**src/rtl/battle_disp_pkg.sv**
```systemverilog
// Shared types and register map for the battle display.
// Used by the SPI command controller and the display register file.
package battle_disp_pkg;

    typedef enum logic [1:0] {
        IDLE = 2'd0,
        DATA = 2'd1,
        SKIP = 2'd2
    } disp_state_e;

    localparam logic [3:0] HDR_MAGIC_DEF = 4'hA;

    localparam int P1_HP     = 0;
    localparam int P2_HP     = 1;
    localparam int P1_SPRITE = 2;
    localparam int P2_SPRITE = 3;
    localparam int CURSOR    = 4;

endpackage

```
**src/rtl/sync2.sv**
```systemverilog
// Two-flop synchronizer with a configurable reset value.
module sync2 #(
    parameter logic RST_VAL = 1'b0
) (
    input  logic clk,
    input  logic reset,
    input  logic d_i,
    output logic q_o
);

    logic s1_q;
    logic s2_q;

    always_ff @(posedge clk or posedge reset) begin
        if (reset) begin
            s1_q <= RST_VAL;
            s2_q <= RST_VAL;
        end else begin
            s1_q <= d_i;
            s2_q <= s1_q;
        end
    end

    assign q_o = s2_q;

endmodule

```
**src/rtl/spi_cmd_ctrl.sv**
```systemverilog
// SPI two-byte command receiver issuing display register writes.
// SPI_VBLANK_COMMIT_EN defers each write to the next vsync falling edge.
module spi_cmd_ctrl
    import battle_disp_pkg::*;
#(
    parameter int         NREG      = 16,
    parameter int         TIMEOUT   = 4096,
    parameter logic [3:0] HDR_MAGIC = HDR_MAGIC_DEF
) (
    input  logic                    clk,
    input  logic                    reset,
    input  logic                    sck,
    input  logic                    mosi,
    input  logic                    vsync,
    output logic                    wr_en,
    output logic [$clog2(NREG)-1:0] wr_addr,
    output logic [7:0]              wr_data,
    output logic                    busy,
    output logic                    frame_err,
    output logic                    overrun
);

    localparam int AW = $clog2(NREG);
    localparam int TW = $clog2(TIMEOUT);

    localparam logic [1:0] S_IDLE = IDLE;
    localparam logic [1:0] S_DATA = DATA;
    localparam logic [1:0] S_SKIP = SKIP;

    logic          sck_s;
    logic          mosi_s;
    logic          sck_prev_q;
    logic          sck_rise_q;
    logic          sck_edge_q;
    logic          mosi_q;
    logic [6:0]    shift_q, shift_d;
    logic [2:0]    cnt_q, cnt_d;
    logic [1:0]    state_q, state_d;
    logic [AW-1:0] addr_q, addr_d;
    logic [TW-1:0] tmo_q, tmo_d;
    logic          ferr_q, ferr_d;
    logic          wr_en_q, wr_en_d;
    logic [AW-1:0] wr_addr_q, wr_addr_d;
    logic [7:0]    wr_data_q, wr_data_d;

    logic          byte_done;
    logic [7:0]    byte_w;
    logic [31:0]   idx_w;
    logic          hdr_ok;
    logic          busy_w;
    logic          tmo_hit;
    logic          pkt_done;

    sync2 #(.RST_VAL(1'b0)) u_sync_sck (
        .clk   (clk),
        .reset (reset),
        .d_i   (sck),
        .q_o   (sck_s)
    );

    sync2 #(.RST_VAL(1'b0)) u_sync_mosi (
        .clk   (clk),
        .reset (reset),
        .d_i   (mosi),
        .q_o   (mosi_s)
    );

    // Edge flags are registered so mosi_q stays aligned with sck_rise_q.
    always_ff @(posedge clk or posedge reset) begin
        if (reset) begin
            sck_prev_q <= 1'b0;
            sck_rise_q <= 1'b0;
            sck_edge_q <= 1'b0;
            mosi_q     <= 1'b0;
        end else begin
            sck_prev_q <= sck_s;
            sck_rise_q <= sck_s & ~sck_prev_q;
            sck_edge_q <= sck_s ^ sck_prev_q;
            mosi_q     <= mosi_s;
        end
    end

    assign byte_w    = {shift_q, mosi_q};
    assign byte_done = sck_rise_q && (cnt_q == 3'd7);
    assign idx_w     = {28'd0, byte_w[3:0]};
    assign hdr_ok    = (byte_w[7:4] == HDR_MAGIC) && (idx_w < 32'(NREG));
    assign busy_w    = (state_q != S_IDLE) || (cnt_q != 3'd0);
    assign tmo_hit   = busy_w && !sck_edge_q && (tmo_q == TW'(TIMEOUT - 1));

    always_comb begin
        state_d  = state_q;
        cnt_d    = cnt_q;
        shift_d  = shift_q;
        addr_d   = addr_q;
        ferr_d   = 1'b0;
        pkt_done = 1'b0;
        tmo_d    = '0;
        if (!sck_edge_q && busy_w) begin
            tmo_d = tmo_q + TW'(1);
        end
        if (sck_rise_q) begin
            shift_d = byte_w[6:0];
            cnt_d   = cnt_q + 3'd1;
        end
        if (byte_done) begin
            unique case (state_q)
                S_IDLE: begin
                    if (hdr_ok) begin
                        addr_d  = idx_w[AW-1:0];
                        state_d = S_DATA;
                    end else begin
                        ferr_d  = 1'b1;
                        state_d = S_SKIP;
                    end
                end
                S_DATA: begin
                    pkt_done = 1'b1;
                    state_d  = S_IDLE;
                end
                S_SKIP:  state_d = S_IDLE;
                default: state_d = S_IDLE;
            endcase
        end
        if (tmo_hit) begin
            state_d = S_IDLE;
            cnt_d   = 3'd0;
            ferr_d  = 1'b1;
            tmo_d   = '0;
        end
    end

    always_ff @(posedge clk or posedge reset) begin
        if (reset) begin
            state_q <= S_IDLE;
            cnt_q   <= 3'd0;
            shift_q <= 7'd0;
            addr_q  <= '0;
            tmo_q   <= '0;
            ferr_q  <= 1'b0;
        end else begin
            state_q <= state_d;
            cnt_q   <= cnt_d;
            shift_q <= shift_d;
            addr_q  <= addr_d;
            tmo_q   <= tmo_d;
            ferr_q  <= ferr_d;
        end
    end

`ifdef SPI_VBLANK_COMMIT_EN
    logic          vsync_s;
    logic          vs_prev_q;
    logic          vs_fall_q;
    logic          pend_v_q, pend_v_d;
    logic [AW-1:0] pend_addr_q, pend_addr_d;
    logic [7:0]    pend_data_q, pend_data_d;
    logic          ovr_q, ovr_d;
    logic          commit;

    sync2 #(.RST_VAL(1'b1)) u_sync_vsync (
        .clk   (clk),
        .reset (reset),
        .d_i   (vsync),
        .q_o   (vsync_s)
    );

    assign commit = vs_fall_q && pend_v_q;

    // A packet landing on the commit cycle refills the slot just drained.
    always_comb begin
        wr_en_d     = commit;
        wr_addr_d   = commit ? pend_addr_q : wr_addr_q;
        wr_data_d   = commit ? pend_data_q : wr_data_q;
        pend_v_d    = pend_v_q && !commit;
        pend_addr_d = pend_addr_q;
        pend_data_d = pend_data_q;
        ovr_d       = pkt_done && pend_v_q && !commit;
        if (pkt_done) begin
            pend_v_d    = 1'b1;
            pend_addr_d = addr_q;
            pend_data_d = byte_w;
        end
    end

    always_ff @(posedge clk or posedge reset) begin
        if (reset) begin
            vs_prev_q   <= 1'b1;
            vs_fall_q   <= 1'b0;
            pend_v_q    <= 1'b0;
            pend_addr_q <= '0;
            pend_data_q <= 8'd0;
            ovr_q       <= 1'b0;
        end else begin
            vs_prev_q   <= vsync_s;
            vs_fall_q   <= vs_prev_q & ~vsync_s;
            pend_v_q    <= pend_v_d;
            pend_addr_q <= pend_addr_d;
            pend_data_q <= pend_data_d;
            ovr_q       <= ovr_d;
        end
    end

    assign overrun = ovr_q;
`else
    logic unused_vsync;

    assign unused_vsync = vsync;

    always_comb begin
        wr_en_d   = pkt_done;
        wr_addr_d = pkt_done ? addr_q : wr_addr_q;
        wr_data_d = pkt_done ? byte_w : wr_data_q;
    end

    assign overrun = 1'b0;
`endif

    always_ff @(posedge clk or posedge reset) begin
        if (reset) begin
            wr_en_q   <= 1'b0;
            wr_addr_q <= '0;
            wr_data_q <= 8'd0;
        end else begin
            wr_en_q   <= wr_en_d;
            wr_addr_q <= wr_addr_d;
            wr_data_q <= wr_data_d;
        end
    end

    assign wr_en     = wr_en_q;
    assign wr_addr   = wr_addr_q;
    assign wr_data   = wr_data_q;
    assign busy      = busy_w;
    assign frame_err = ferr_q;

endmodule

```
**config.mk**
```make
export PLATFORM = sky130hd
export DESIGN_NAME = spi_cmd_ctrl
export DESIGN_NICKNAME = d
export VERILOG_FILES = /design/src/rtl/battle_disp_pkg.sv /design/src/rtl/sync2.sv /design/src/rtl/spi_cmd_ctrl.sv
export SDC_FILE = /design/constraint.sdc
export NUM_CORES = 1
export LEC_CHECK = 0
export ABC_AREA = 1
export BUFFER_PORTS_ARGS = -buffer_cell sky130_fd_sc_hd__buf_2
export CAP_MARGIN = 5
export CORE_ASPECT_RATIO = 0.5
export CORE_MARGIN = 2
export CORE_UTILIZATION = 30
export CTS_CLUSTER_SIZE = 24
export DETAILED_ROUTE_END_ITERATION = 12
export GPL_TIMING_DRIVEN = 0
export PLACE_DENSITY = 0.54
export RECOVER_POWER = 100
export SYNTH_ARGS = -nofsm -noshare
export SYNTH_HDL_FRONTEND = slang
export SYNTH_SLANG_ARGS = --single-unit
```
**constraint.sdc**
```tcl
create_clock -name clk -period 2.61 [get_ports clk]
set_clock_uncertainty 0.15 [all_clocks]
set_input_delay 0.3915 -clock clk [delete_from_list [all_inputs] [get_ports clk]]
set_output_delay 0.3915 -clock clk [all_outputs]
set_load 0.03 [all_outputs]
```
# Yosys cells after proc, flatten, opt, wreduce, memory -nomap -nowiden
# Index checks and enable logic that the tools add are counted.
dict set report totals {
  word_cells 53
  mem_count 0
  mem_bits_ro 0
  latch_bits 0
  ff_bits 50
  in_bits 5
  ramBits 0
}
dict set report op_classes {
  eq_ne 4
  addsub 2
  div 0
  mul 0
  shifts 0
  mux 14
  reduce_logical 12
  magnitude_cmp 1
  n_bitwise 3
}
# cell count
set ops {}
lappend ops {{$mux 12} 2}
lappend ops {{$add 12x1->12 const B} 1}
lappend ops {{$eq 12x12->1 const B} 1}
lappend ops {{$mux 2} 4}
lappend ops {{$mux 1} 6}
lappend ops {{$mux 3} 2}
lappend ops {{$reduce_bool 2->1} 3}
lappend ops {{$lt 4x5->1 const B} 1}
lappend ops {{$eq 4x4->1 const B} 1}
lappend ops {{$logic_and 1x1->1} 4}
lappend ops {{$add 3x1->3 const B} 1}
lappend ops {{$eq 3x3->1 const B} 1}
lappend ops {{$reduce_and 3->1} 1}
lappend ops {{$reduce_bool 3->1} 1}
lappend ops {{$eq 2x1->1 const B} 1}
lappend ops {{$logic_not 2->1} 1}
lappend ops {{$and 1x1->1} 1}
lappend ops {{$logic_not 1->1} 1}
lappend ops {{$logic_or 1x1->1} 1}
lappend ops {{$not 1->1} 1}
lappend ops {{$xor 1x1->1} 1}

# Logic depth before layout (Yosys ltp)
dict set report depth {
  word_depth 6
  mapped_depth 9
  mapped_depth_nobuf 9
}

# Cells and area by module
# From an unflattened synthesis, not the netlist that was laid out.
dict set report unflattened {
  hier_cells 223
  area_unflattened_um2 2092.0
}
# mod instances cells_per_inst seq_area_each_um2 area_per_inst_um2
set modules_own_cells {}
lappend modules_own_cells {spi_cmd_ctrl 1 217 1151.1 1984.4}
lappend modules_own_cells {sync2 2 3 50.0 53.8}

# Worst setup path before layout
# OpenSTA, ideal clock, no wires.
dict set report synth_path {
  path_kind {reg2reg}
  startpoint {register cnt_q[0]}
  endpoint {register state_q[0]}
  slack_ns 1.125
  path_stages_with_launch 9
  n_path_buf 0
  setup_ns 0.122
  synth_period_minus_slack_ns 1.485
  arrival_ns 1.213
  t_required_ns 2.338
  path_cell_list {dfrtp_1 -> ha_1 -> ha_1 -> nand2_1 -> inv_2 -> nand2_1 -> inv_1 -> a21boi_0 -> nor2_1}
}
dict set report synth_via {
  elab_chain_len 5
  word_cells_on_any_way 8
}
# item line
set synth_rtl {}
lappend synth_rtl {{from (decl)} spi_cmd_ctrl.sv:37} ;# logic [2:0] cnt_q, cnt_d;
lappend synth_rtl {{from (signal assigned)} spi_cmd_ctrl.sv:142} ;# cnt_q <= cnt_d;
lappend synth_rtl {{$reduce_bool 3->1} spi_cmd_ctrl.sv:87} ;# assign busy_w = (state_q != S_IDLE) || (cnt_q != 3'd0);
lappend synth_rtl {{$logic_or 1x1->1} spi_cmd_ctrl.sv:87}
lappend synth_rtl {{$logic_and 1x1->1 (2 in series)} spi_cmd_ctrl.sv:88} ;# assign tmo_hit = busy_w && !sck_edge_q && (tmo_q == TW'(TIMEOUT - 1));
lappend synth_rtl {{$mux 2 or $reduce_bool 2->1 (tied branches)} --}
lappend synth_rtl {{to (signal assigned)} spi_cmd_ctrl.sv:141} ;# state_q <= state_d;
lappend synth_rtl {{to (decl)} spi_cmd_ctrl.sv:38} ;# logic [1:0] state_q, state_d;
# Parallel ways exist; a longest one is shown, timed or not.
# A chain may end at the register's enable or synchronous reset.

# Final worst setup path
dict set report layout_path {
  startpoint {register cnt_q[0]}
  endpoint {output port busy}
}
dict set report layout_via {
  elab_chain_len 2
}
# item line
set layout_rtl {}
lappend layout_rtl {{$reduce_bool 3->1} spi_cmd_ctrl.sv:87}
lappend layout_rtl {{$logic_or 1x1->1} spi_cmd_ctrl.sv:87}
lappend layout_rtl {{to (decl)} spi_cmd_ctrl.sv:18} ;# output logic busy,
# Every way passes these cells.

==> metrics.yaml <==
die:
  ios: 21
  core_area_um2: 6700
  die_w_um: 122
  rows: 21
  die_area_um2: 7670
  start_util: 0.311
  die_y_um: 62.9
final_layout:
  utilization: 0.365
  multiInputGateArea_um2: 679
  n_fill_cell: 689
  diodes: 0
  area_growth_pct: 17.3
  finalNetCount: 258
  regArea_um2: 1250
  drive_above_1_share: 0.0803
placed_design:
  hpwlAfterDp_mm: 2.54
  gp_congestion: 0.834
  portBuffers: 18
clock_tree:
  clock-sinks: 50
  cts_setup_buffers: 0
  numCtsBuffers: 5
  clock_path_buffers: 2
  htree_levels: 2
  clkLatencyLatePin_ns: 0.29
  cts.clk_slew.worst_paths_ns: 0.07
  cts_root_buf: "clkbuf_16"
  cts_tree: "yes"
worst_setup_path:
  critPathLaunchType: "register"
  critPathLaunch: "cnt_q[0]"
  critical_path_class: "reg2out"
  path_cells: "inv_1 -> ha_1 -> nand3_1 -> clkbuf_1"
  cp.required_ns: 2.07
  slowest_stage: "dfrtp_1"
  crit_path_max_fanout: 3
  critPathMaxStageDelay_ns: 0.38
  worstReg2RegStart: "cnt_q[0]"
  critical_path_arrival_ns: 1.35
  critPathCaptureType: "primary output"
synthesis:
  ys_ff_latch: 50
  netlist_instances: 221
  yosysTopAreaCell: "dfrtp_1"
  yosys-top-cells-area: "dfrtp_1, nand2_1, nor2_1, inv_1, ha_1"
  netlist.area_leader.share: 0.600
  yosysUniqueCellTypes: 25
  yosysSeqAreaShare: 0.600
  avgSynthCellArea_um2: 9.43
  synth_area_um2: 2080
  synth_nets: 231
  yosysWarnings: 0
grt:
  grt_max_degree: 42
  antenna_found_initial: 0
  grt_usage: 0.105
  grt_pass1_vias: 1408
  grt_pass1_wl_mm: 6.22
  gr-total-overflow: 0
sta:
  period_needed_ns: 1.89
  drv_slew: 0
  setup_viol: 0
  fmax_mhz: 528
  finalSetupTns_ns: 0
  rsz0062_at_grt: "false"
  period_share: 0.726
  hold_viol_final: 0
min_path:
  min_path_type: "in2reg"
  hold_path.startpoint: "mosi"
drt:
  wl_mm: 3.50
  firstDrtPassIters: 4
  vias: 1415
  first_iter_violations: 117
  drc_errors: 0
  final_antenna_net_count: 0
  via_per_inst: 4.15
  wire_per_inst_um: 10.3
run:
  max-cap-violations: 0
pwr:
  combPwrFrac: 0.130
  ir_drop_mv: 0.266
  switchingPower_uw: 498
  p_leak_uw: 0.00115
  p_seq_frac: 0.477
  p_clk_frac: 0.393
  p_per_area_nw_per_um2: 774
  internal-power_uw: 1390
  netSwitchingFraction: 0.263
status:
  status: "completed"
-- final cells by class --
class,instances,share of cell area
Buffer,5,0.00921
Sequential cell,50,0.512
Clock inverter,3,0.0200
Clock buffer,5,0.0512
Timing Repair Buffer,20,0.0415
Tap cell,92,0.0471
Inverter,27,0.0415
Multi-Input combinational cell,139,0.278
-- cell usage after synthesis --
library cell,number
nor2_2,4
nor3b_1,1
nor2_4,2
nand3_1,7
inv_1,25
nand3_2,2
a21oi_1,4
nor3_4,1
o22ai_1,1
buf_4,1
xor2_1,2
o21ai_1,8
dfrtp_1,50
nand4_1,1
inv_2,2
o21ai_0,11
nor2_1,28
nand2_2,5
conb_1,1
buf_2,4
nor3_1,1
a21boi_0,1
ha_1,5
nand2_1,51
xnor2_1,3
-- per-stage QoR --
| step | instance area (um2) | cells | power [uW] | worst slack, ns | hold slack [ns] |
|---|---|---|---|---|---|
| final | 2440 | 341 | 1890 | 0.716 | 0.0616 |
| after global routing | 2440 | 341 | 2010 | 0.570 | 0.0441 |
| after CTS | 2490 | 341 | 1940 | 0.828 | 0.0556 |
| after detailed placement | 2310 | 332 | 1190 | 0.964 | 0.179 |
| after global placement | 2290 | 331 | 1170 | 0.240 | 0.185 |
| after floorplan | 2080 | 221 | 1120 | 0.867 | 0.181 |
-- placed cells by master (no fill, tap or decap), drive strengths merged --
cell type	instances
clkbuf	24
nand3	9
o22ai	1
xnor2	3
o21ai	19
nand4	1
inv	28
a21boi	1
nor2	34
dfrtp	50
conb	1
buf	5
a21oi	4
nor3	2
xor2	2
ha	5
nor3b	1
bufinv	1
nand2	56
dlygate4sd3	1
clkinvlp	1
-- state kept, by name, summed over array words and instances, names as in the netlist --
register / cells
addr_q: 4
cnt_q: 3
frame_err: 1
mosi_q: 1
sck_edge_q: 1
sck_prev_q: 1
sck_rise_q: 1
shift_q: 7
state_q: 2
tmo_q: 12
u_sync_mosi.q_o: 1
u_sync_mosi.s1_q: 1
u_sync_sck.q_o: 1
u_sync_sck.s1_q: 1
wr_addr: 4
wr_data: 8
wr_en: 1
-- path summary, 6_finish.rpt --
path                                    end  slack, ns  cells past startpoint
setup / recovery                       busy       0.72                      4
max in group asynchronous        sck_edge_q       1.28                      4
setup reg to reg                 wr_data[6]       0.77                      7
hold reg to reg              u_sync_sck.q_o       0.20                      0
min in group asynchronous          tmo_q[1]       0.48                      3
hold / removal             u_sync_mosi.s1_q       0.06                      1
-- metal layers --
metal	global-route usage	vias up	wire, um
met1	0.128	657	1660
met2	0.172	22	1660
li1	-	734	-
met5	0	-	0
met4	0.0259	0	30
met3	0.0465	2	156
-- power by group through the flow --
| stage | clock [uW] | combinational (uW) | sequential, uW |
|---|---|---|---|
| global route | 810 | 289 | 915 |
| floorplan | 0 | 212 | 910 |
| global placement | 0 | 260 | 915 |
| finish | 743 | 246 | 902 |
| detailed placement | 0 | 272 | 918 |
| CTS | 764 | 274 | 903 |
-- critical path: cells and delay by family (launching register included) --
| kind | cells | cell delay [ns] |
|---|---|---|
| fa+ha+maj | 1 | 0.19 |
| buf+inv | 2 | 0.37 |
| flops | 1 | 0.38 |
| simple gates | 1 | 0.12 |
-- repair_timing --
action                                 CTS  global route
endpoints found under the hold margin    9             0
resized for setup                        0             0
hold buffers                             1             0
-- logic make-up after synthesis --
logic type	after synthesis	share of synthesized area
compound gates	25	0.0618
simple gates	103	0.223
fa+ha+maj	5	0.0300
xor+xnor	5	0.0210
flops	50	0.600
other cells	1	0.00180
buf+inv	32	0.0618
No activity file was read; power rests on OpenSTA's default activity.
